[src/rtl/branch_predictor_pkg.sv]
// Shared encodings for the fetch-side branch predictor: branch kinds, 2-bit
// counter states and the registered update record.
package branch_predictor_pkg;

  localparam logic [1:0] KIND_NONE = 2'd0;
  localparam logic [1:0] KIND_B    = 2'd1;
  localparam logic [1:0] KIND_JAL  = 2'd2;
  localparam logic [1:0] KIND_JALR = 2'd3;

  localparam logic [1:0] CTR_SNT = 2'b00;
  localparam logic [1:0] CTR_WNT = 2'b01;
  localparam logic [1:0] CTR_WT  = 2'b10;
  localparam logic [1:0] CTR_ST  = 2'b11;

  localparam logic [1:0] BHT_RST_VAL = CTR_WNT;

  typedef struct packed {
    logic        valid;
    logic [31:0] pc;
    logic [1:0]  kind;
    logic        taken;
    logic [31:0] target;
    logic        mispredict;
  } upd_t;

  function automatic logic is_jump(input logic [1:0] kind);
    return (kind == KIND_JAL) || (kind == KIND_JALR);
  endfunction

endpackage

[src/rtl/branch_predictor_sat_counter2.sv]
// 2-bit saturating up/down counter step: moves one state toward the outcome.
module sat_counter2
  import branch_predictor_pkg::*;
(
  input  logic [1:0] ctr_i,
  input  logic       taken_i,
  output logic [1:0] ctr_o
);

  always_comb begin
    ctr_o = ctr_i;
    if (taken_i) begin
      if (ctr_i != CTR_ST) ctr_o = ctr_i + 2'd1;
    end else begin
      if (ctr_i != CTR_SNT) ctr_o = ctr_i - 2'd1;
    end
  end

endmodule

[src/rtl/branch_predictor.sv]
// Direct-mapped BHT + tagged BTB predictor with combinational lookup and a
// one-cycle registered training port; also counts resolved transfers.
module branch_predictor
  import branch_predictor_pkg::*;
#(
  parameter int BHT_IDX_W = 6,
  parameter int BTB_IDX_W = 4,
  parameter int TAG_W     = 10
) (
  input  logic        clk,
  input  logic        rst_n,
  input  logic        stall,
  input  logic [31:0] pc_if_i,
  output logic        pred_taken_o,
  output logic [31:0] pred_target_o,
  output logic [1:0]  pred_kind_o,
  input  logic        upd_valid_i,
  input  logic [31:0] upd_pc_i,
  input  logic [1:0]  upd_kind_i,
  input  logic        upd_taken_i,
  input  logic [31:0] upd_target_i,
  input  logic        upd_mispredict_i,
  output logic [31:0] stat_branches_o,
  output logic [31:0] stat_mispredicts_o
);

  localparam int BHT_N = 1 << BHT_IDX_W;
  localparam int BTB_N = 1 << BTB_IDX_W;
  localparam int TAG_LO = BTB_IDX_W + 2;
  localparam int TAG_HI = TAG_W + BTB_IDX_W + 1;

  logic [1:0]       bht_q       [BHT_N];
  logic [1:0]       bht_d       [BHT_N];
  logic             btb_valid_q [BTB_N];
  logic             btb_valid_d [BTB_N];
  logic [TAG_W-1:0] btb_tag_q   [BTB_N];
  logic [TAG_W-1:0] btb_tag_d   [BTB_N];
  logic [1:0]       btb_kind_q  [BTB_N];
  logic [1:0]       btb_kind_d  [BTB_N];
  logic [31:0]      btb_target_q[BTB_N];
  logic [31:0]      btb_target_d[BTB_N];

  upd_t        upd_q, upd_d;
  logic [31:0] stat_br_q, stat_br_d;
  logic [31:0] stat_mp_q, stat_mp_d;

  logic [BHT_IDX_W-1:0] lk_bht_idx, wr_bht_idx;
  logic [BTB_IDX_W-1:0] lk_btb_idx, wr_btb_idx;
  logic [TAG_W-1:0]     lk_tag;
  logic                 lk_hit;
  logic [1:0]           bht_next;

  assign lk_bht_idx = pc_if_i[BHT_IDX_W+1:2];
  assign lk_btb_idx = pc_if_i[BTB_IDX_W+1:2];
  assign lk_tag     = pc_if_i[TAG_HI:TAG_LO];
  assign lk_hit     = btb_valid_q[lk_btb_idx] && (btb_tag_q[lk_btb_idx] == lk_tag);

  // Lookup reads the registered arrays only, so a same-cycle write is not seen.
  always_comb begin
    pred_kind_o   = lk_hit ? btb_kind_q[lk_btb_idx] : KIND_NONE;
    pred_target_o = lk_hit ? btb_target_q[lk_btb_idx] : 32'd0;
    pred_taken_o  = lk_hit && (is_jump(btb_kind_q[lk_btb_idx]) ||
                    (btb_kind_q[lk_btb_idx] == KIND_B && bht_q[lk_bht_idx][1]));
  end

  always_comb begin
    upd_d.valid      = upd_valid_i && !stall && (upd_kind_i != KIND_NONE);
    upd_d.pc         = upd_pc_i;
    upd_d.kind       = upd_kind_i;
    upd_d.taken      = upd_taken_i;
    upd_d.target     = upd_target_i;
    upd_d.mispredict = upd_mispredict_i;
  end

  assign wr_bht_idx = upd_q.pc[BHT_IDX_W+1:2];
  assign wr_btb_idx = upd_q.pc[BTB_IDX_W+1:2];

  sat_counter2 u_bht_ctr (
    .ctr_i   (bht_q[wr_bht_idx]),
    .taken_i (upd_q.taken),
    .ctr_o   (bht_next)
  );

  // NOTE: every _d starts as its _q so no path leaves a signal unassigned (no latches).
  always_comb begin
    bht_d        = bht_q;
    btb_valid_d  = btb_valid_q;
    btb_tag_d    = btb_tag_q;
    btb_kind_d   = btb_kind_q;
    btb_target_d = btb_target_q;
    stat_br_d    = stat_br_q;
    stat_mp_d    = stat_mp_q;
    if (upd_q.valid) begin
      if (upd_q.kind == KIND_B) bht_d[wr_bht_idx] = bht_next;
      if (is_jump(upd_q.kind) || (upd_q.kind == KIND_B && upd_q.taken)) begin
        btb_valid_d[wr_btb_idx]  = 1'b1;
        btb_tag_d[wr_btb_idx]    = upd_q.pc[TAG_HI:TAG_LO];
        btb_kind_d[wr_btb_idx]   = upd_q.kind;
        btb_target_d[wr_btb_idx] = upd_q.target;
      end
      if (stat_br_q != 32'hFFFF_FFFF) stat_br_d = stat_br_q + 32'd1;
      if (upd_q.mispredict && stat_mp_q != 32'hFFFF_FFFF) stat_mp_d = stat_mp_q + 32'd1;
    end
  end

  // NOTE: sequential state uses non-blocking assignments only.
  always_ff @(posedge clk) begin
    if (!rst_n) begin
      upd_q     <= '0;
      stat_br_q <= '0;
      stat_mp_q <= '0;
      for (int i = 0; i < BHT_N; i++) bht_q[i] <= BHT_RST_VAL;
      for (int i = 0; i < BTB_N; i++) btb_valid_q[i] <= 1'b0;
    end else begin
      upd_q       <= upd_d;
      stat_br_q   <= stat_br_d;
      stat_mp_q   <= stat_mp_d;
      bht_q       <= bht_d;
      btb_valid_q <= btb_valid_d;
    end
  end

  // NOTE: BTB payload is never reset; the cleared valid bits hide stale contents.
  always_ff @(posedge clk) begin
    btb_tag_q    <= btb_tag_d;
    btb_kind_q   <= btb_kind_d;
    btb_target_q <= btb_target_d;
  end

  assign stat_branches_o    = stat_br_q;
  assign stat_mispredicts_o = stat_mp_q;

  logic unused_pc_bits;
  assign unused_pc_bits = ^{pc_if_i[31:TAG_HI+1], pc_if_i[1:0],
                            upd_q.pc[31:TAG_HI+1], upd_q.pc[1:0]};

endmodule

[config.mk]
export PLATFORM = sky130hd
export DESIGN_NAME = branch_predictor
export DESIGN_NICKNAME = d
export VERILOG_FILES = /design/src/rtl/branch_predictor_pkg.sv /design/src/rtl/branch_predictor_sat_counter2.sv /design/src/rtl/branch_predictor.sv
export SDC_FILE = /design/constraint.sdc
export NUM_CORES = 1
export LEC_CHECK = 0
export ABC_AREA = 1
export CORE_UTILIZATION = 30
export CTS_BUF_LIST = sky130_fd_sc_hd__clkbuf_4 sky130_fd_sc_hd__clkbuf_8 sky130_fd_sc_hd__clkbuf_16
export DETAILED_ROUTE_END_ITERATION = 8
export PLACE_DENSITY = 0.57
export SLEW_MARGIN = 10
export SYNTH_ARGS = -nofsm -noshare
export SYNTH_HDL_FRONTEND = slang
export SYNTH_SLANG_ARGS = --single-unit
[constraint.sdc]
create_clock -name clk -period 3.93 [get_ports clk]
set_input_delay 0.786 -clock clk [delete_from_list [all_inputs] [get_ports clk]]
set_output_delay 0.786 -clock clk [all_outputs]
set_load 0.01 [all_outputs]
== Word level (Yosys, flattened, before mapping) ==
Cells that the tools add are included.

* Register bits: 965
* Bits of input ports: 104
* Logic and storage cells: 218

* Add/subtract/negate cells: 4
* Magnitude comparators: 6
* Eq/ne operators: 10
* Multiplexer cells: 37
* Bitwise logic cells: 5
* Reductions and logical operators: 20

{| class="wikitable"
|+ Operators by type and width
! operator !! count
|-
| $bwmux W512 || 1
|-
| $bwmux W160 || 1
|-
| $bmux W32 S4 || 1
|-
| $bwmux W128 || 1
|-
| $demux W32 S4 || 1
|-
| $mux W32 || 4
|-
| $add A32 B1 Y32 const B || 2
|-
| $ne A32 B32 Y1 const B || 2
|-
| $bmux W10 S4 || 1
|-
| $demux W10 S4 || 1
|-
| $bwmux W32 || 1
|-
| $mux W10 || 3
|-
| $bmux W2 S6 || 2
|-
| $mux W2 || 12
|-
| $or A16 B16 Y16 || 1
|-
| $ge A7 B7 Y1 const B || 2
|-
| $not A6 Y7 || 2
|-
| $demux W2 S6 || 1
|-
| $eq A10 B10 Y1 || 1
|-
| $ge A5 B5 Y1 const B || 2
|-
| $not A4 Y5 || 2
|-
| $logic_and A1 B1 Y1 || 9
|-
| $bmux W2 S4 || 1
|-
| $demux W2 S4 || 1
|-
| other kinds (14) || 27
|}

== Depth between registers and ports, before layout ==
Gate-level depths: netlist of run 1.

* Depth in word-level cells: 8
* Gate-level depth with buffers: 18
* Mapped depth without buffers: 15

== Cells and area by module ==
A second synthesis of run 1 with hierarchy kept.

* Cell total of the unflattened synthesis: 3943
* Area, all modules: 40313.7 µm²

{| class="wikitable"
|+ By module, submodules not included
! module !! instances !! cells each !! area each (µm²) !! seq. area each (µm²)
|-
| branch_predictor || 1 || 3937 || 40288.6 || 26325.2
|-
| sat_counter2 || 1 || 6 || 25.0 || 0.0
|}

== Worst setup path before layout of run 1 ==
No wires, ideal clock.

* Path kind: reg-to-reg
* Start: register upd_q[39] (netlist name)
* End: register btb_kind_q[20] in the netlist's numbering (enable)
* Setup time: 447 ps
* Arrival: 2813 ps
* Required time: 3483 ps
* Setup slack: 670 ps
* Cell stages (with the launch flop): 8
* Path buffers: 2
* Path through: dfxtp_1 > buf_4 > inv_2 > nand2_1 > buf_4 > nor2_1 > inv_1 > nor2_1

{| class="wikitable"
|+ RTL lines
! item !! line !! source
|-
| to (signal assigned) || branch_predictor.sv:126 || <nowiki>btb_kind_q <= btb_kind_d;</nowiki>
|-
| to (decl) || branch_predictor.sv:38 || <nowiki>logic [1:0] btb_kind_q [BTB_N];</nowiki>
|}

== Worst setup path in the final report of run 1 ==
* Start: input pc_if_i[2]
* End: output pred_kind_o[1]

* Cells in the longest elaborated chain, start to end: 7
* Elaborated cells on any way between the ends: 13
* Those cells by class: eq/ne: 1; mux: 10; bitwise: 1; reduce/logical: 1

{| class="wikitable"
|+ Ends and longest elaborated chain
! item !! line !! source
|-
| from (decl) || branch_predictor.sv:13 || <nowiki>input logic [31:0] pc_if_i,</nowiki>
|-
| $not A4 Y5 (implied by the code) * || branch_predictor.sv:56, branch_predictor.sv:60 ||
|-
| $bmux W10 S4 || branch_predictor.sv:56 || <nowiki>assign lk_hit = btb_valid_q[lk_btb_idx] && (btb_tag_q[lk_btb_idx] == lk_tag);</nowiki>
|-
| $mux W10 (implied by the code) (2 in a row) || branch_predictor.sv:56 ||
|-
| $eq A10 B10 Y1 || branch_predictor.sv:56 ||
|-
| $logic_and A1 B1 Y1 || branch_predictor.sv:56 ||
|-
| $mux W2 * || branch_predictor.sv:60 || <nowiki>pred_kind_o = lk_hit ? btb_kind_q[lk_btb_idx] : KIND_NONE;</nowiki>
|-
| to (decl) || branch_predictor.sv:16 || <nowiki>output logic [1:0] pred_kind_o,</nowiki>
|}

Every way passes the cells marked *; elsewhere a longest branch is shown, timed or not. The select of a mux whose other input is x is not followed.

==> impl_metrics.yaml, run 1 <==
pwr:
  p_int_uw: 17200
  powerDensity_nw_per_um2: 459
  pwr-share-seq: 0.498
  vdd_ir_drop_max_mv: 0.434
  p_clk_frac: 0.448
  switching_share: 0.226
  p_comb_frac: 0.054
  p_sw_uw: 5010
  p_leak_uw: 0.0170
logic_synthesis:
  ys.flop_type: "edfxtp_1"
  async_flop_share: 0
  synth-seq-area-share: 0.653
  synth_largest_area_cell: "edfxtp_1"
  ys_warn_count: 0
  yosys_register_bits: 963
  synth_edf_count: 704
  syn_nets: 4111
  synth_area_sq_um: 40300
  synth_area_leaders: "edfxtp_1, dfxtp_1, nand2_1"
  synth_common_cells: "nand2_1, edfxtp_1, a21oi_1"
  synth_most_common_cell: "nand2_1"
  synth_top_area_frac: 0.525
  syn_inst: 4005
  synth.avg_cell_area_sq_um: 10.1
  ys_types: 43
final_layout:
  final_area_sq_um: 48300
  drive_above_1_share: 0.0878
  fillerInstances: 13210
  layout.nets: 4289
  area_growth_pct: 19.9
  regArea_sq_um: 26300
  num_antenna_cells: 0
  multi_input_area_sq_um: 11800
clock_network:
  cts_tree: "built"
  cts_setup_buffers: 0
  cts_num_sinks: 963
  cts_buffer_depth: 3
  clk_pin_slew_ps: 60
  cts_root_buf: "clkbuf_16"
  cts_buffers: 102
  h-tree-depth: 3
  clock_latency_ps: 720
sta:
  maxSlewViolCount: 0
  hold_viol: 0
  clock_skew_ps: 70.7
  post-route-min-period_ps: 3810
  relSlewSlack: 0.411
  rsz0062_at_grt: "yes"
  worst_slew_pin_slew_ps: 883
  fmax_mhz: 262
  tns_ps: 0
  finalCritPeriodShare: 0.970
  setup_viol: 0
global_routing:
  antenna_found_initial: 3
  grtUsageTotal: 0.168
  grt_max_degree: 69
  grt_pass1_vias: 28069
  grt.overflow.total: 0
  grt_pass1_wl_mm: 174
worst_setup_path:
  crit_path_start_kind: "primary input"
  critPathRequiredTime_ps: 3140
  critPathArrivalTime_ps: 3020
  crit_fanout: 24
  endpoint_kind: "output port"
  path_class: "in -> out"
placement:
  finalWeightedCongestion: 0.838
  dp_hpwl_mm: 64.2
  place_area_sq_um: 44700
  portBuffers: 166
die:
  die_h_microns: 368
  pin_count: 203
  initial_utilization: 0.302
  die_w_microns: 368
  rows: 134
  core_sq_um: 133000
  die_area_sq_um: 136000
route:
  drc_errors: 0
  first_iter_violations: 2737
  vias: 29570
  antenna_left: 0
  vias_per_cell: 4.90
  first_pass_iters: 5
  wl_mm: 116
  post_drt_wl_per_cell_microns: 19.2
run:
  cap_violations: 0
run_status:
  status: "completed"
min_path:
  min_path_type: "reg -> reg"
## sequential cells by signal, indices dropped and copies added, names as in the netlist
| register | count |
|---|---|
| bht_q | 128 |
| btb_kind_q | 32 |
| btb_tag_q | 160 |
| btb_target_q | 512 |
| btb_valid_q | 16 |
| stat_branches_o | 32 |
| stat_mispredicts_o | 32 |
| upd_q | 51 |
## power by group through the flow
stage / registers, uW / logic, uW / clock network [uW]
6_report: 11100 / 1190 / 9940
5_1_grt: 11100 / 1300 / 10500
4_1_cts: 11100 / 1190 / 10100
3_5_place_dp: 11300 / 1180 / 0
3_3_place_gp: 11300 / 1180 / 0
2_1_floorplan: 11200 / 711 / 0
## path summary, 6_finish.rpt
kind / endpoint / from / slack (ps) / depth (start not counted)
worst min register to register: btb_valid_q[0] / btb_valid_q[0] / 460 / 2
worst max-delay path: pred_kind_o[1] / pc_if_i[2] / 120 / 17
worst max register to register: bht_q[16] / upd_q[39] / 1030 / 15
worst min-delay path: btb_valid_q[0] / btb_valid_q[0] / 460 / 2
## layout by cell type (no fill, tap or decap), drive strengths merged, types with 10 or more instances in the layout
cell type | Yosys | layout
nand4 | 25 | 25
clkdlybuf4s50 | 0 | 127
clkbuf | 102 | 143
xor2 | 12 | 12
dfxtp | 259 | 259
a221oi | 80 | 80
nand3 | 156 | 156
a21oi | 415 | 415
o221ai | 10 | 10
edfxtp | 704 | 704
o21ai | 206 | 206
xnor2 | 10 | 10
a32o | 22 | 22
clkinv | 1 | 37
buf | 124 | 143
nor3 | 66 | 66
inv | 343 | 345
a221o | 22 | 22
nand2 | 992 | 992
nor2 | 360 | 360
o31ai | 22 | 22
o211ai | 35 | 35
dlygate4sd2 | 0 | 24
## stage by stage
stage	cells	hold WS, ps	utilization	power, uW	setup slack, ps
3_3_place_gp	5846	445	0.336	12400	-359
3_5_place_dp	5846	453	0.336	12400	-349
6_report	6038	464	0.362	22200	120
2_1_floorplan	4005	435	-	11900	670
4_1_cts	6037	468	0.362	22400	43.4
5_1_grt	6038	492	0.362	22900	-39.3
## cell type report
class | instances | share of cell area
Sequential cell | 963 | 0.545
Multi-Input combinational cell | 2472 | 0.244
Timing Repair Buffer | 300 | 0.0655
Clock buffer | 139 | 0.0606
Tap cell | 1768 | 0.0458
Inverter | 344 | 0.0273
Clock inverter | 52 | 0.0118
## layer usage
layer,GRT usage,part of all wire,vias to the layer above
met3,0.0299,0.066,193
met4,0.0566,0.029,4
met1,0.229,0.45,14292
met2,0.267,0.45,910
li1,-,-,14171
met5,0,0.00093,-
## cells by family after synthesis
| kind of cell | count (synthesis) | synth area share |
|---|---|---|
| simple gates | 1617 | 0.161 |
| xor+xnor | 22 | 0.00478 |
| buf+inv | 570 | 0.0585 |
| fa+ha+maj | 2 | 0.000621 |
| flops | 963 | 0.653 |
| compound gates | 831 | 0.122 |
## worst max-delay path, cell delays in order
cell and delay [ps]:
buf_8 140, inv_8 120, buf_12 180, nand2_1 60, nand3_1 70, nand3_1 100
nand3_2 130, nand2_1 60, nand2_1 50, nand2_1 110, nor2_1 110, nand2_1 70
nor2_2 150, buf_4 140, nand3_2 120, inv_1 90, clkdlybuf4s50_1 530
## timing repair
item                       CTS  global route
gates cloned                 0             1
hold buffers                 0             0
setup endpoints to repair   35            11
gates resized for setup     48            14
pin swaps                    1             0
Power figures use the tool's default switching activity.
==> run 2: changes to the inputs <==
CTS_BUF_LIST = default   (was sky130_fd_sc_hd__clkbuf_4 sky130_fd_sc_hd__clkbuf_8 sky130_fd_sc_hd__clkbuf_16)
PLACE_DENSITY = default   (was 0.57)
PLACE_DENSITY_LB_ADDON = 0.25   (was default)
==> run 2 against run 1 <==
  * Count of clock-buffer cells in the layout grew 5
  * Via count about the same
  * First-iteration DRC count shrank 15%
  * Utilization up 0.27 points
  * Worst hold slack worse by 21 ps
  * Die area stayed put
  * Clock skew fell by 22 ps
  * Largest cell class unchanged
  * Cell count increased by 0.55%
  * The run now ends with design-rule violations left
  * Sequential power about the same
  * Critical path depth stayed put
  * Register-to-register slack got worse by 110 ps
  * Clock power about the same
==> impl_metrics.yaml, run 2 (synthesis results as in run 1) <==
final_layout:
  area_growth_pct: 20.8
  largest_register_ff_count: 512
  layout.nets: 4321
  num_antenna_cells: 0
  largestRegisters: "btb_target_q x512, btb_tag_q x160, bht_q x128"
  final_common_cell: "nand2_1"
  largest-register: "btb_target_q"
  final_area_sq_um: 48700
  most-common-layout-cells: "nand2_1, edfxtp_1, a21oi_1"
  drive_above_1_share: 0.0878
sta:
  finalCritPeriodShare: 0.953
  maxSlewViolCount: 0
  worst_slew_pin_slew_ps: 875
  rsz0062_at_grt: "yes"
  setup_viol: 0
  fmax_mhz: 267
  tns_ps: 0
  hold_ws_ps: 442
  post-route-min-period_ps: 3750
  setup_ws_ps: 183
  clock_skew_ps: 48.7
  relSlewSlack: 0.415
  hold_viol: 0
pwr:
  pwr-share-seq: 0.497
  p_int_uw: 17000
  p_clk_frac: 0.448
  p_sw_uw: 5180
  powerDensity_nw_per_um2: 457
  switching_share: 0.233
  vdd_ir_drop_max_mv: 0.333
  p_comb_frac: 0.055
  p_leak_uw: 0.0172
worst_setup_path:
  crit_slowest_cell: "dlygate4sd2_1"
  crit_family: "buffers and inverters"
  crit_chain: "buf_8, inv_8, buf_12, buf_6, nor2_1, nor2_1, o21ai_0, o211ai_1, nand3_1, nand3_1, nand2_1, nor2_2, nand2_2, buf_12, nor3_1, buf_4, dlygate4sd2_1"
  cpPeakStageDelay_ps: 270
  critPathArrivalTime_ps: 2960
  path_class: "in -> out"
  crit_path_start_kind: "primary input"
  crit_fanout: 10
  endpoint_kind: "output port"
  r2r-start: "upd_q[40]"
  regToRegSetupSlack_ps: 920
  rr_worst_depth: 13
  r2r-end: "bht_q[54]"
  critPathBufInv: 7
  critPathRequiredTime_ps: 3140
die:
  rows: 134
  pin_count: 203
  core_sq_um: 133000
  die_h_microns: 368
  initial_utilization: 0.302
  die_area_sq_um: 136000
  die_w_microns: 368
global_routing:
  antenna_found_initial: 0
  grtUsageTotal: 0.177
  grt.overflow.total: 0
  grt_pass1_vias: 28918
  grt_pass1_wl_mm: 182
  grt_max_degree: 103
clock_network:
  cts_hold_buf: 0
  h-tree-depth: 3
  clock_latency_ps: 750
  cts_buffer_depth: 3
  clk_pin_slew_ps: 60
  cts_root_buf: "clkbuf_16"
  cts_setup_buffers: 0
  cts_buffers: 106
  cts_tree: "built"
  cts_num_sinks: 963
run:
  cap_violations: 0
placement:
  dpl_worst_slack_ps: -160
  finalWeightedCongestion: 0.823
  portBuffers: 166
  place_area_sq_um: 45000
  dp_hpwl_mm: 68.5
route:
  first_pass_iters: 8
  antenna_left: 0
  vias: 29595
  drc_errors: 1
  post_drt_wl_per_cell_microns: 20.0
  wl_mm: 121
  vias_per_cell: 4.87
  first_iter_violations: 2320
run_status:
  violations: "design-rule violations"
  status: "complete, but fails checks"
min_path:
  hold_start: "rst_n"
  min_to: "upd_q[21]"
  hold_depth: 3
  min_path_type: "in -> reg"
==> run 2: changes by cell type in the layout (fill, tap and decap cells not counted), moves of 3 or more <==
cell	change
buf_12	+3
clkbuf_4	-25
nor3_1	+3
clkbuf_1	+27
buf_6	+5
inv_6	+3
buf_4	+13
==> run 2: what timing repair did <==
action                     CTS  global route
pin swaps                    1             1
gates resized for setup     51            17
gates cloned                 2             1
setup endpoints to repair   34            28
==> run 2: cell type report <==
type	count	area [sq um]
Multi-Input combinational cell	2472	11800
Clock buffer	144	2910
Fill cell	13214	84600
Sequential cell	963	26300
Inverter	344	1320
Tap cell	1768	2210
Timing Repair Buffer	328	3540
Clock inverter	52	584
==> run 2: worst max-delay path by stage <==
stage	startpoint	to	slack, ps	cells past startpoint
finish	pc_if_i[2]	pred_target_o[5]	180	17
global placement	pc_if_i[2]	pred_target_o[31]	-170	17
CTS	pc_if_i[2]	pred_taken_o	40	14
detailed placement	pc_if_i[2]	pred_target_o[31]	-160	18
global route	btb_tag_q[1]	pred_target_o[12]	-7	16
floorplan	upd_q[39]	btb_kind_q[20]	670	7
==> run 2: power by group through the flow <==
stage / logic [uW] / registers [uW] / clock network [uW]
floorplan: 711 / 11200 / 0
finish: 1230 / 11100 / 9950
global placement: 1200 / 11300 / 0
global route: 1340 / 11100 / 10600
detailed placement: 1200 / 11300 / 0
CTS: 1230 / 11000 / 10200
==> run 2: routing by layer <==
| metal | up-vias | GRT usage | wire [microns] |
|---|---|---|---|
| met5 | - | 0 | 0 |
| met1 | 14409 | 0.242 | 56300 |
| met4 | 0 | 0.0480 | 2260 |
| met2 | 797 | 0.289 | 56500 |
| li1 | 14236 | - | - |
| met3 | 153 | 0.0288 | 6420 |
==> run 2: worst reg2reg max path, stage by stage (launching register included) <==
cell,delay [ps]
dfxtp_1,680
inv_1,220
nor2_1,630
nand2_1,110
nand2_1,110
nor2_1,50
nor2_1,170
nor2_1,90
nand3b_1,120
nand2_1,100
nand2_4,60
buf_4,380
nand2_1,120
nand2_1,70
==> run 2: per-stage QoR <==
step                power [uW]   util  std cells
global placement         12500  0.338       5872
floorplan                11900      -       4005
global route             23000  0.365       6071
CTS                      22500  0.365       6070
finish                   22200  0.365       6071
detailed placement       12500  0.338       5872
